File: src/rtl/cpu_ctrl_if.sv
// rtl/cpu_ctrl_if.sv - memory and accumulator control bus between cpu_ctrl and its datapath
interface cpu_ctrl_if;
    logic [7:0] mem_rdata;
    logic       acc_zero;
    logic [4:0] mem_addr;
    logic       mem_rd;
    logic       mem_wr;
    logic       acc_load;
    logic       acc_sel;
    logic [2:0] alu_op;
    logic       halt;

    modport master (
        input  mem_rdata, acc_zero,
        output mem_addr, mem_rd, mem_wr, acc_load, acc_sel, alu_op, halt
    );

    modport slave (
        output mem_rdata, acc_zero,
        input  mem_addr, mem_rd, mem_wr, acc_load, acc_sel, alu_op, halt
    );
endinterface

File: src/rtl/cpu_ctrl.sv
// rtl/cpu_ctrl.sv - 4-cycle accumulator CPU sequencer; CPU_CTRL_SKZ_EN enables conditional skip
module cpu_ctrl (
    input  logic         clk,
    input  logic         rst,
    cpu_ctrl_if.master   bus
);
    typedef enum logic [2:0] {
        S_FETCH  = 3'd0,
        S_DECODE = 3'd1,
        S_EXEC   = 3'd2,
        S_WB     = 3'd3,
        S_HALT   = 3'd4
    } state_t;

    localparam logic [2:0] OP_HLT = 3'b000;
    localparam logic [2:0] OP_SKZ = 3'b001;
    localparam logic [2:0] OP_ADD = 3'b010;
    localparam logic [2:0] OP_AND = 3'b011;
    localparam logic [2:0] OP_XOR = 3'b100;
    localparam logic [2:0] OP_LDA = 3'b101;
    localparam logic [2:0] OP_STO = 3'b110;
    localparam logic [2:0] OP_JMP = 3'b111;

    state_t     state, state_nxt;
    logic [4:0] pc, pc_nxt;
    logic [7:0] ir, ir_nxt;

    logic [2:0] op;
    logic [4:0] operand;
    logic       op_reads_mem;

    assign op           = ir[7:5];
    assign operand      = ir[4:0];
    assign op_reads_mem = (op == OP_ADD) || (op == OP_AND) ||
                          (op == OP_XOR) || (op == OP_LDA);

`ifndef CPU_CTRL_SKZ_EN
    logic skz_unused;
    assign skz_unused = bus.acc_zero;
`endif

    always_ff @(posedge clk or negedge rst) begin
        if (!rst) begin
            state <= S_FETCH;
            pc    <= 5'd0;
            ir    <= 8'h00;
        end else begin
            state <= state_nxt;
            pc    <= pc_nxt;
            ir    <= ir_nxt;
        end
    end

    always_comb begin
        state_nxt    = state;
        pc_nxt       = pc;
        ir_nxt       = ir;
        bus.mem_addr = pc;
        bus.mem_rd   = 1'b0;
        bus.mem_wr   = 1'b0;
        bus.acc_load = 1'b0;
        bus.acc_sel  = 1'b0;
        bus.halt     = 1'b0;
        bus.alu_op   = op;

        case (state)
            S_FETCH: begin
                bus.mem_rd = 1'b1;
                state_nxt  = S_DECODE;
            end
            S_DECODE: begin
                ir_nxt    = bus.mem_rdata;
                pc_nxt    = pc + 5'd1;
                state_nxt = S_EXEC;
            end
            S_EXEC: begin
                bus.mem_addr = operand;
                state_nxt    = S_WB;
                case (op)
                    OP_ADD, OP_AND, OP_XOR, OP_LDA: bus.mem_rd = 1'b1;
                    OP_STO: bus.mem_wr = 1'b1;
                    OP_JMP: pc_nxt = operand;
                    OP_SKZ: begin
`ifdef CPU_CTRL_SKZ_EN
                        if (bus.acc_zero) begin
                            pc_nxt = pc + 5'd1;
                        end
`endif
                    end
                    OP_HLT: state_nxt = S_HALT;
                    default: state_nxt = S_WB;
                endcase
            end
            S_WB: begin
                bus.acc_load = op_reads_mem;
                bus.acc_sel  = (op == OP_LDA);
                state_nxt    = S_FETCH;
            end
            S_HALT: begin
                bus.halt = 1'b1;
            end
            default: begin
                state_nxt = S_FETCH;
            end
        endcase

        // Outputs follow reset combinationally so an in-flight write strobe drops at once.
        if (!rst) begin
            bus.mem_addr = 5'd0;
            bus.mem_rd   = 1'b0;
            bus.mem_wr   = 1'b0;
            bus.acc_load = 1'b0;
            bus.acc_sel  = 1'b0;
            bus.halt     = 1'b0;
            bus.alu_op   = 3'd0;
        end
    end
endmodule
File: src/flat_wrapper.sv
// flat-port wrapper written by rule: the top's interface ports become plain ports
module cpu_ctrl_flat 
  (clk, rst, bus_mem_rdata, bus_acc_zero, bus_mem_addr, bus_mem_rd, bus_mem_wr, bus_acc_load, bus_acc_sel, bus_alu_op, bus_halt);
  cpu_ctrl_if bus_i ();
  input  logic clk;
  input  logic rst;
  input wire logic [$bits(bus_i.mem_rdata)-1:0] bus_mem_rdata;
  input wire logic [$bits(bus_i.acc_zero)-1:0] bus_acc_zero;
  output wire logic [$bits(bus_i.mem_addr)-1:0] bus_mem_addr;
  output wire logic [$bits(bus_i.mem_rd)-1:0] bus_mem_rd;
  output wire logic [$bits(bus_i.mem_wr)-1:0] bus_mem_wr;
  output wire logic [$bits(bus_i.acc_load)-1:0] bus_acc_load;
  output wire logic [$bits(bus_i.acc_sel)-1:0] bus_acc_sel;
  output wire logic [$bits(bus_i.alu_op)-1:0] bus_alu_op;
  output wire logic [$bits(bus_i.halt)-1:0] bus_halt;
  assign bus_i.mem_rdata = bus_mem_rdata;
  assign bus_i.acc_zero = bus_acc_zero;
  assign bus_mem_addr = bus_i.mem_addr;
  assign bus_mem_rd = bus_i.mem_rd;
  assign bus_mem_wr = bus_i.mem_wr;
  assign bus_acc_load = bus_i.acc_load;
  assign bus_acc_sel = bus_i.acc_sel;
  assign bus_alu_op = bus_i.alu_op;
  assign bus_halt = bus_i.halt;
  cpu_ctrl u_core (.clk(clk), .rst(rst), .bus(bus_i));
endmodule
File: config.mk
export PLATFORM = sky130hd
export DESIGN_NAME = cpu_ctrl_flat
export DESIGN_NICKNAME = d
export VERILOG_FILES = /design/src/rtl/cpu_ctrl_if.sv /design/src/rtl/cpu_ctrl.sv /design/src/flat_wrapper.sv
export SDC_FILE = /design/constraint.sdc
export NUM_CORES = 1
export LEC_CHECK = 0
export BUFFER_PORTS_ARGS = -buffer_cell sky130_fd_sc_hd__buf_2
export CAP_MARGIN = 20
export CORE_UTILIZATION = 55
export DETAILED_ROUTE_END_ITERATION = 6
export PLACE_DENSITY = 0.82
export SYNTH_ARGS = -nofsm -noshare
export SYNTH_HDL_FRONTEND = slang
export SYNTH_SLANG_ARGS = --single-unit
File: constraint.sdc
create_clock -name clk -period 3.39 [get_ports clk]
set_input_delay 0.678 -clock clk [delete_from_list [all_inputs] [get_ports clk]]
set_output_delay 0.678 -clock clk [all_outputs]
set_load 0.03 [all_outputs]
==> flow_metrics.env, run 1 <==
export IMPL_core_area_sq_um=1559
export IMPL_postSynthAreaPerCell_sq_um=10.04
export IMPL_synth_fa_ha_area_share_pct=1.312
export IMPL_cp_slowest_stage_delay_ns=0.59
export IMPL_synth_compound_area_share_pct=15.62
export IMPL_synth_area_mux_share_pct=10.89
export IMPL_crit_arrival_ns=1.96
export IMPL_clock_sinks=16
export IMPL_netlist_instances=95
export IMPL_slew_viol_final=0
export IMPL_antenna_found_initial=0
export IMPL_overflow=0
export IMPL_max_slew_worst_pin_slew_ns=0.8903
export IMPL_grt_max_degree=17
export IMPL_endpoint_kind="output pin"
export IMPL_finalWeightedCongestion=0.7491
export IMPL_track_usage_pct=21.51
export IMPL_postCtsSetupRepairBufs=0
export IMPL_required_ns=2.71
export IMPL_hold_path_class="input pin to async pin"
export IMPL_nNetsFinal=129
export IMPL_cap_violations=0
export IMPL_design_area_sq_um=1072
export IMPL_ys_seq_elements=16
export IMPL_synth_seq_area_share_pct=41.99
export IMPL_antennaDiodeCount=0
export IMPL_synth_top_area_share_pct=41.99
export IMPL_synth_top_area_cell="dfrtp_1"
export IMPL_cts_resized=0
export IMPL_finalHoldViolations=0
export IMPL_cts_tree="done"
export IMPL_grt_setup_unrepaired="false"
export IMPL_drt_total_wl_mm=1.852
export IMPL_finalClockSkew_ns=0.004380
export IMPL_h_tree_depth=1
export IMPL_outcome="complete, no violations"
export IMPL_first_global_vias=707
export IMPL_rows=14
export IMPL_post_route_drc_count=0
export IMPL_io_pins=24
export IMPL_slowest_stage="nor3b_2"
export IMPL_synth_cell_type_count=39
export IMPL_clock_path_buffers=2
export IMPL_path_class="flop to output pin"
export IMPL_die_y_microns=43.64
export IMPL_synthSimpleGateAreaFrac_pct=24.54
export IMPL_cts_buffers=3
export IMPL_fin_tns_setup_ns=0
export IMPL_clock_root_buffer="clkbuf_4"
export IMPL_fin_crit_ns=2.643
export IMPL_syn_to_final_growth_pct=12.47
export IMPL_clock_latency_ns=0.29
export IMPL_utilization_pct=68.78
export IMPL_fmax_mhz=378.4
export IMPL_drtIter0Drc=22
export IMPL_critPathLaunchType="flop"
export IMPL_post_dp_cell_area_sq_um=1050
export IMPL_synth_edf_count=0
export IMPL_peakVddDrop_v=0.0005310
export IMPL_syn_nets=107
export IMPL_pwr_density_cell_nw_per_um2=1019
export IMPL_ys_warn_count=0
export IMPL_cts_hold_repair_buffers=0
export IMPL_dpl_hpwl_mm=1.325
export IMPL_drive_gt1_share_pct=31.30
export IMPL_dp_slack_ns=1.073
export IMPL_worstPathCellList="nor3b_2 -> nand2_1 -> a21boi_0 -> buf_2"
export IMPL_wl_per_cell_microns=14.14
export IMPL_dieArea_sq_um=1904
export IMPL_synth_area_leaders="dfrtp_1 42%, mux2_2 8.3%, nand2_1 6.3%, a21boi_0 3.9%, nor3b_2 2.6%"
export IMPL_vias=787
export IMPL_initial_utilization_pct=61.16
export IMPL_relSlewSlack_pct=40.39
export IMPL_setup_viol=0
export IMPL_p_leak_nw=0.5025
export IMPL_firstDrtPassIters=4
export IMPL_path_clk_slew_ns=0.09
export IMPL_vias_per_cell=6.008
export IMPL_ant_nets=0
export IMPL_synth_common_cells="16 x dfrtp_1, 16 x nand2_1, 7 x mux2_2"
export IMPL_synth_ff_type="dfrtp_1"
export IMPL_critPathMaxFanout=11
export IMPL_die_w_microns=43.64
export IMPL_syn_area_sq_um=953.4
export IMPL_min_period_over_period_pct=77.96
export IMPL_portBuffers=22
export IMPL_synth_top_family_by_area="simple AND/OR/NAND/NOR gates"
export IMPL_synth_async_reset_ratio_pct=100.0
export IMPL_fin_ws_ns=0.7472
export IMPL_grt_first_pass_wirelength_mm=3.036
export IMPL_synthXorXnorAreaFrac_pct=0.9186
## state kept, by name, summed over array words and instances, names as in the netlist
| register | cells |
|---|---|
| u_core.ir | 8 |
| u_core.pc | 5 |
| u_core.state | 3 |
## cells in the final DEF, fill, tap and decap left out, types with 2 or more instances in the layout
cell type / n
and2_1: 3
a21oi_1: 3
nor3b_2: 2
a32o_1: 2
nand2b_1: 3
nor2b_1: 3
buf_2: 22
nor2_1: 2
nor3_1: 2
clkbuf_4: 3
dfrtp_1: 16
nand2_1: 16
a21boi_0: 5
or3_1: 2
mux2_2: 7
## path summary, 6_finish.rpt
path | depth (start not counted) | to | slack, ns | start
worst min register to register | 1 | u_core.ir[1] | 0.52 | u_core.ir[1]
worst max-delay path | 4 | bus_mem_addr[1] | 0.75 | u_core.state[1]
min in group clk | 1 | u_core.ir[1] | 0.52 | u_core.ir[1]
worst max register to register | 2 | u_core.ir[4] | 1.55 | u_core.state[0]
max in group asynchronous | 2 | u_core.pc[3] | 2.73 | rst
worst min-delay path | 1 | u_core.ir[6] | 0.22 | rst
## report_power, final
part	internal, mW	total, mW	switching (mW)
logic	0.259	0.577	0.319
clock network	0.0413	0.100	0.0587
registers	0.288	0.415	0.127
## cell type report
type	count	area, sq um
multi-input cells	72	508.0
fillers	130	486.7
flip-flops and latches	16	400.4
repair buffers	23	117.6
clock buffers	3	22.52
well taps	16	20.02
inverters	1	3.754
## critical path, delay by kind of cell (launching register included)
| family | cells | cell delay, ns |
|---|---|---|
| DFF | 1 | 0.53 |
| and+or+nand+nor | 2 | 0.76 |
| AOI/OAI and AO/OA | 1 | 0.17 |
| buffers and inverters | 1 | 0.22 |
## per-layer routing
layer | part of all wire (%) | vias to the layer above | GRT usage [%]
met3 | 4.9 | 4 | 2.500
met5 | 0 | - | 0
met2 | 48 | 24 | 34.63
met4 | 1.3 | 0 | 9.375
li1 | - | 384 | -
met1 | 46 | 375 | 29.27
## cells by family after synthesis
family / after synthesis
fa+ha+maj: 1
buf+inv: 7
simple gates: 41
compound gates: 20
flops: 16
xor+xnor: 1
mux: 9
## stage by stage
stage	cells	total power [mW]	hold slack (ns)
finish	131	1.092	0.2216
floorplan	95	0.8774	0.3824
CTS	131	1.093	0.2217
detailed placement	128	0.9918	0.4972
global placement	128	0.9669	0.4927
global route	131	1.164	0.2393
No activity file was read; power rests on OpenSTA's default activity.
==> run 2, diff against run 1 <==
Settings changed: ABC_AREA set to 1, CORE_UTILIZATION 55 to 46, PLACE_DENSITY 0.82 to 0.74.
Clock period 3.39 ns to 2.3 ns, I/O delays scaled along.
==> run 2 against run 1 <==
Against the previous run:
- utilization shrank 8.2 points
- global-route usage decreased by 0.33 points
- total power is 45% higher
- final cell count is 24% higher
- clock-buffer cell count up 1
- register-to-register slack got worse by 0.57 ns
- synthesized area shrank 4.5%
- hold slack worse by 0.20 ns
- via count is 4.3% higher
- non-clock buffer count unchanged
==> flow_metrics.env, run 2 <==
export IMPL_pwr_density_cell_nw_per_um2=1465
export IMPL_track_usage_pct=21.18
export IMPL_drtIter0Drc=9
export IMPL_min_period_over_period_pct=89.96
export IMPL_nNetsFinal=151
export IMPL_wl_per_cell_microns=11.76
export IMPL_synth_edf_count=0
export IMPL_crit_end="bus_mem_addr[4]"
export IMPL_critPathMaxFanout=12
export IMPL_dpl_hpwl_mm=1.333
export IMPL_crit_arrival_ns=1.61
export IMPL_syn_nets=126
export IMPL_hold_ws_ns=0.02565
export IMPL_fin_crit_ns=2.069
export IMPL_ff2ff_setup_slack_ns=0.98
export IMPL_critPathBufInv=3
export IMPL_cap_violations=0
export IMPL_dieArea_sq_um=2162
export IMPL_post_synth_top_count_cell="nand2_1"
export IMPL_ys_seq_elements=16
export IMPL_grt_max_degree=18
export IMPL_vias_per_cell=5.037
export IMPL_firstDrtPassIters=4
export IMPL_ys_warn_count=0
export IMPL_synth_seq_area_share_pct=43.96
export IMPL_required_ns=1.84
export IMPL_layout_common_cells="39 x nand2_1, 22 x buf_2, 16 x dfrtp_1"
export IMPL_clock_sinks=16
export IMPL_portBuffers=22
export IMPL_post_route_drc_count=0
export IMPL_io_pins=24
export IMPL_finalClockSkew_ns=0.001985
export IMPL_cp_startpoint="u_core.state[0]"
export IMPL_rows=15
export IMPL_cp_depth=6
export IMPL_synth_async_reset_ratio_pct=100.0
export IMPL_die_y_microns=46.50
export IMPL_cts_hold_repair_buffers=0
export IMPL_endpoint_kind="output pin"
export IMPL_p_leak_nw=0.5896
export IMPL_first_global_vias=763
export IMPL_layout_commonest_cell="nand2_1"
export IMPL_clock_root_buffer="clkbuf_4"
export IMPL_syn_area_sq_um=910.9
export IMPL_critPathTopFamily="buffers and inverters"
export IMPL_outcome="complete, no violations"
export IMPL_antenna_found_initial=0
export IMPL_timing_rr_end="u_core.ir[1]"
export IMPL_synth_area_leaders="dfrtp_1 44%, nand2_1 16%, mux2_2 7.4%, nand3_1 4.9%, inv_1 4.5%"
export IMPL_slew_viol_final=0
export IMPL_critPathLaunchType="flop"
export IMPL_path_class="flop to output pin"
export IMPL_cp_slowest_stage_delay_ns=0.42
export IMPL_grt_first_pass_wirelength_mm=3.118
export IMPL_clock_latency_ns=0.28
export IMPL_fillCellCount=149
export IMPL_cts_resized=0
export IMPL_die_w_microns=46.50
export IMPL_largestRegisters="u_core.ir: 8 flops, u_core.pc: 5 flops, u_core.state: 3 flops"
export IMPL_regMostFlops="u_core.ir"
export IMPL_finalHoldViolations=0
export IMPL_syn_to_final_growth_pct=18.54
export IMPL_cts_buffers=3
export IMPL_drive_gt1_share_pct=28.26
export IMPL_overflow=0
export IMPL_setup_viol=0
export IMPL_vias=821
export IMPL_postCtsSetupRepairBufs=0
export IMPL_synth_top_area_share_pct=43.96
export IMPL_antennaDiodeCount=0
export IMPL_postSynthAreaPerCell_sq_um=7.990
export IMPL_synth_cell_type_count=22
export IMPL_fmax_mhz=483.3
export IMPL_fin_tns_setup_ns=0
export IMPL_largest_reg_flops=8
export IMPL_netlist_instances=114
export IMPL_peakVddDrop_v=0.0007462
export IMPL_r2r_start="u_core.state[1]"
export IMPL_synth_ff_type="dfrtp_1"
export IMPL_slowest_stage="dfrtp_1"
export IMPL_clock_path_buffers=2
export IMPL_core_area_sq_um=1783
export IMPL_relSlewSlack_pct=74.62
export IMPL_initial_utilization_pct=51.09
export IMPL_ant_nets=0
export IMPL_synth_top_area_cell="dfrtp_1"
export IMPL_drt_total_wl_mm=1.917
export IMPL_hold_path_class="input pin to async pin"
export IMPL_rr_worst_depth=3
export IMPL_synth_common_cells="39 x nand2_1, 16 x dfrtp_1, 11 x inv_1"
export IMPL_max_slew_worst_pin_slew_ns=0.3794
export IMPL_path_clk_slew_ns=0.10
export IMPL_h_tree_depth=1
export IMPL_grt_setup_unrepaired="false"
export IMPL_cts_tree="done"
export IMPL_worstPathCellList="inv_1 -> nand3_4 -> inv_4 -> nand2_1 -> a21oi_1 -> buf_2"
export IMPL_finalWeightedCongestion=0.8157
[run 2: cell types whose count changed in the layout (fill, tap and decap cells not counted), sizes merged, moves of 4 or more]
cell    delta
a21boi     -5
a21oi      +4
inv       +11
nand2     +25
nand3     +10
nor2       +6
[run 2: where the power goes]
group          internal (mW)  switching, mW  leakage (nW)
logic                  0.305          0.536         0.375
registers              0.416          0.137         0.193
clock network         0.0963         0.0912        0.0210
[run 2: worst min-delay path by stage]
stage	slack [ns]	start	cells after the start	end
after CTS	0.02	rst	1	u_core.ir[3]
after global placement	0.33	rst	1	u_core.ir[7]
after detailed placement	0.34	rst	1	u_core.ir[7]
final	0.03	rst	1	u_core.ir[7]
after floorplan	0.16	rst	0	u_core.ir[0]
after global routing	0.03	rst	1	u_core.ir[7]
[run 2: logic make-up after synthesis]
kind of cell | share of synthesized area (%)
buffers and inverters | 7.830
XOR/XNOR | 0.9617
AO/OA/AOI/OAI | 6.181
adder cells (fa/ha/maj) | 1.373
AND/OR/NAND/NOR | 32.28
flip-flops | 43.96
multiplexers | 7.417
[run 2: through the flow]
stage / setup slack, ns / std cells / util (%) / area (sq um) / total power [mW]
2_1_floorplan: 0.1718 / 114 / - / 910.9 / 1.225
3_3_place_gp: 0.4151 / 159 / 58.11 / 1036 / 1.352
6_report: 0.2310 / 163 / 60.56 / 1080 / 1.582
4_1_cts: 0.1288 / 163 / 60.14 / 1072 / 1.576
5_1_grt: 0.09636 / 163 / 60.56 / 1080 / 1.715
3_5_place_dp: 0.4235 / 159 / 58.11 / 1036 / 1.380
[run 2: layer usage]
metal | track usage, % | up-vias | wire length, microns
met5 | 0 | - | 0
met4 | 10.59 | 0 | 12
met3 | 3.922 | 2 | 93
met2 | 35.56 | 21 | 947
met1 | 25.56 | 383 | 863
li1 | - | 415 | -
[run 2: cell type report]
| type | instances | area (sq um) | share of cell area, % |
|---|---|---|---|
| Sequential cell | 16 | 400.4 | 37.08 |
| Clock buffer | 4 | 36.28 | 3.360 |
| Multi-Input combinational cell | 83 | 446.7 | 41.37 |
| Inverter | 12 | 47.55 | 4.403 |
| Tap cell | 25 | 31.28 | 2.897 |
| Timing Repair Buffer | 23 | 117.6 | 10.89 |
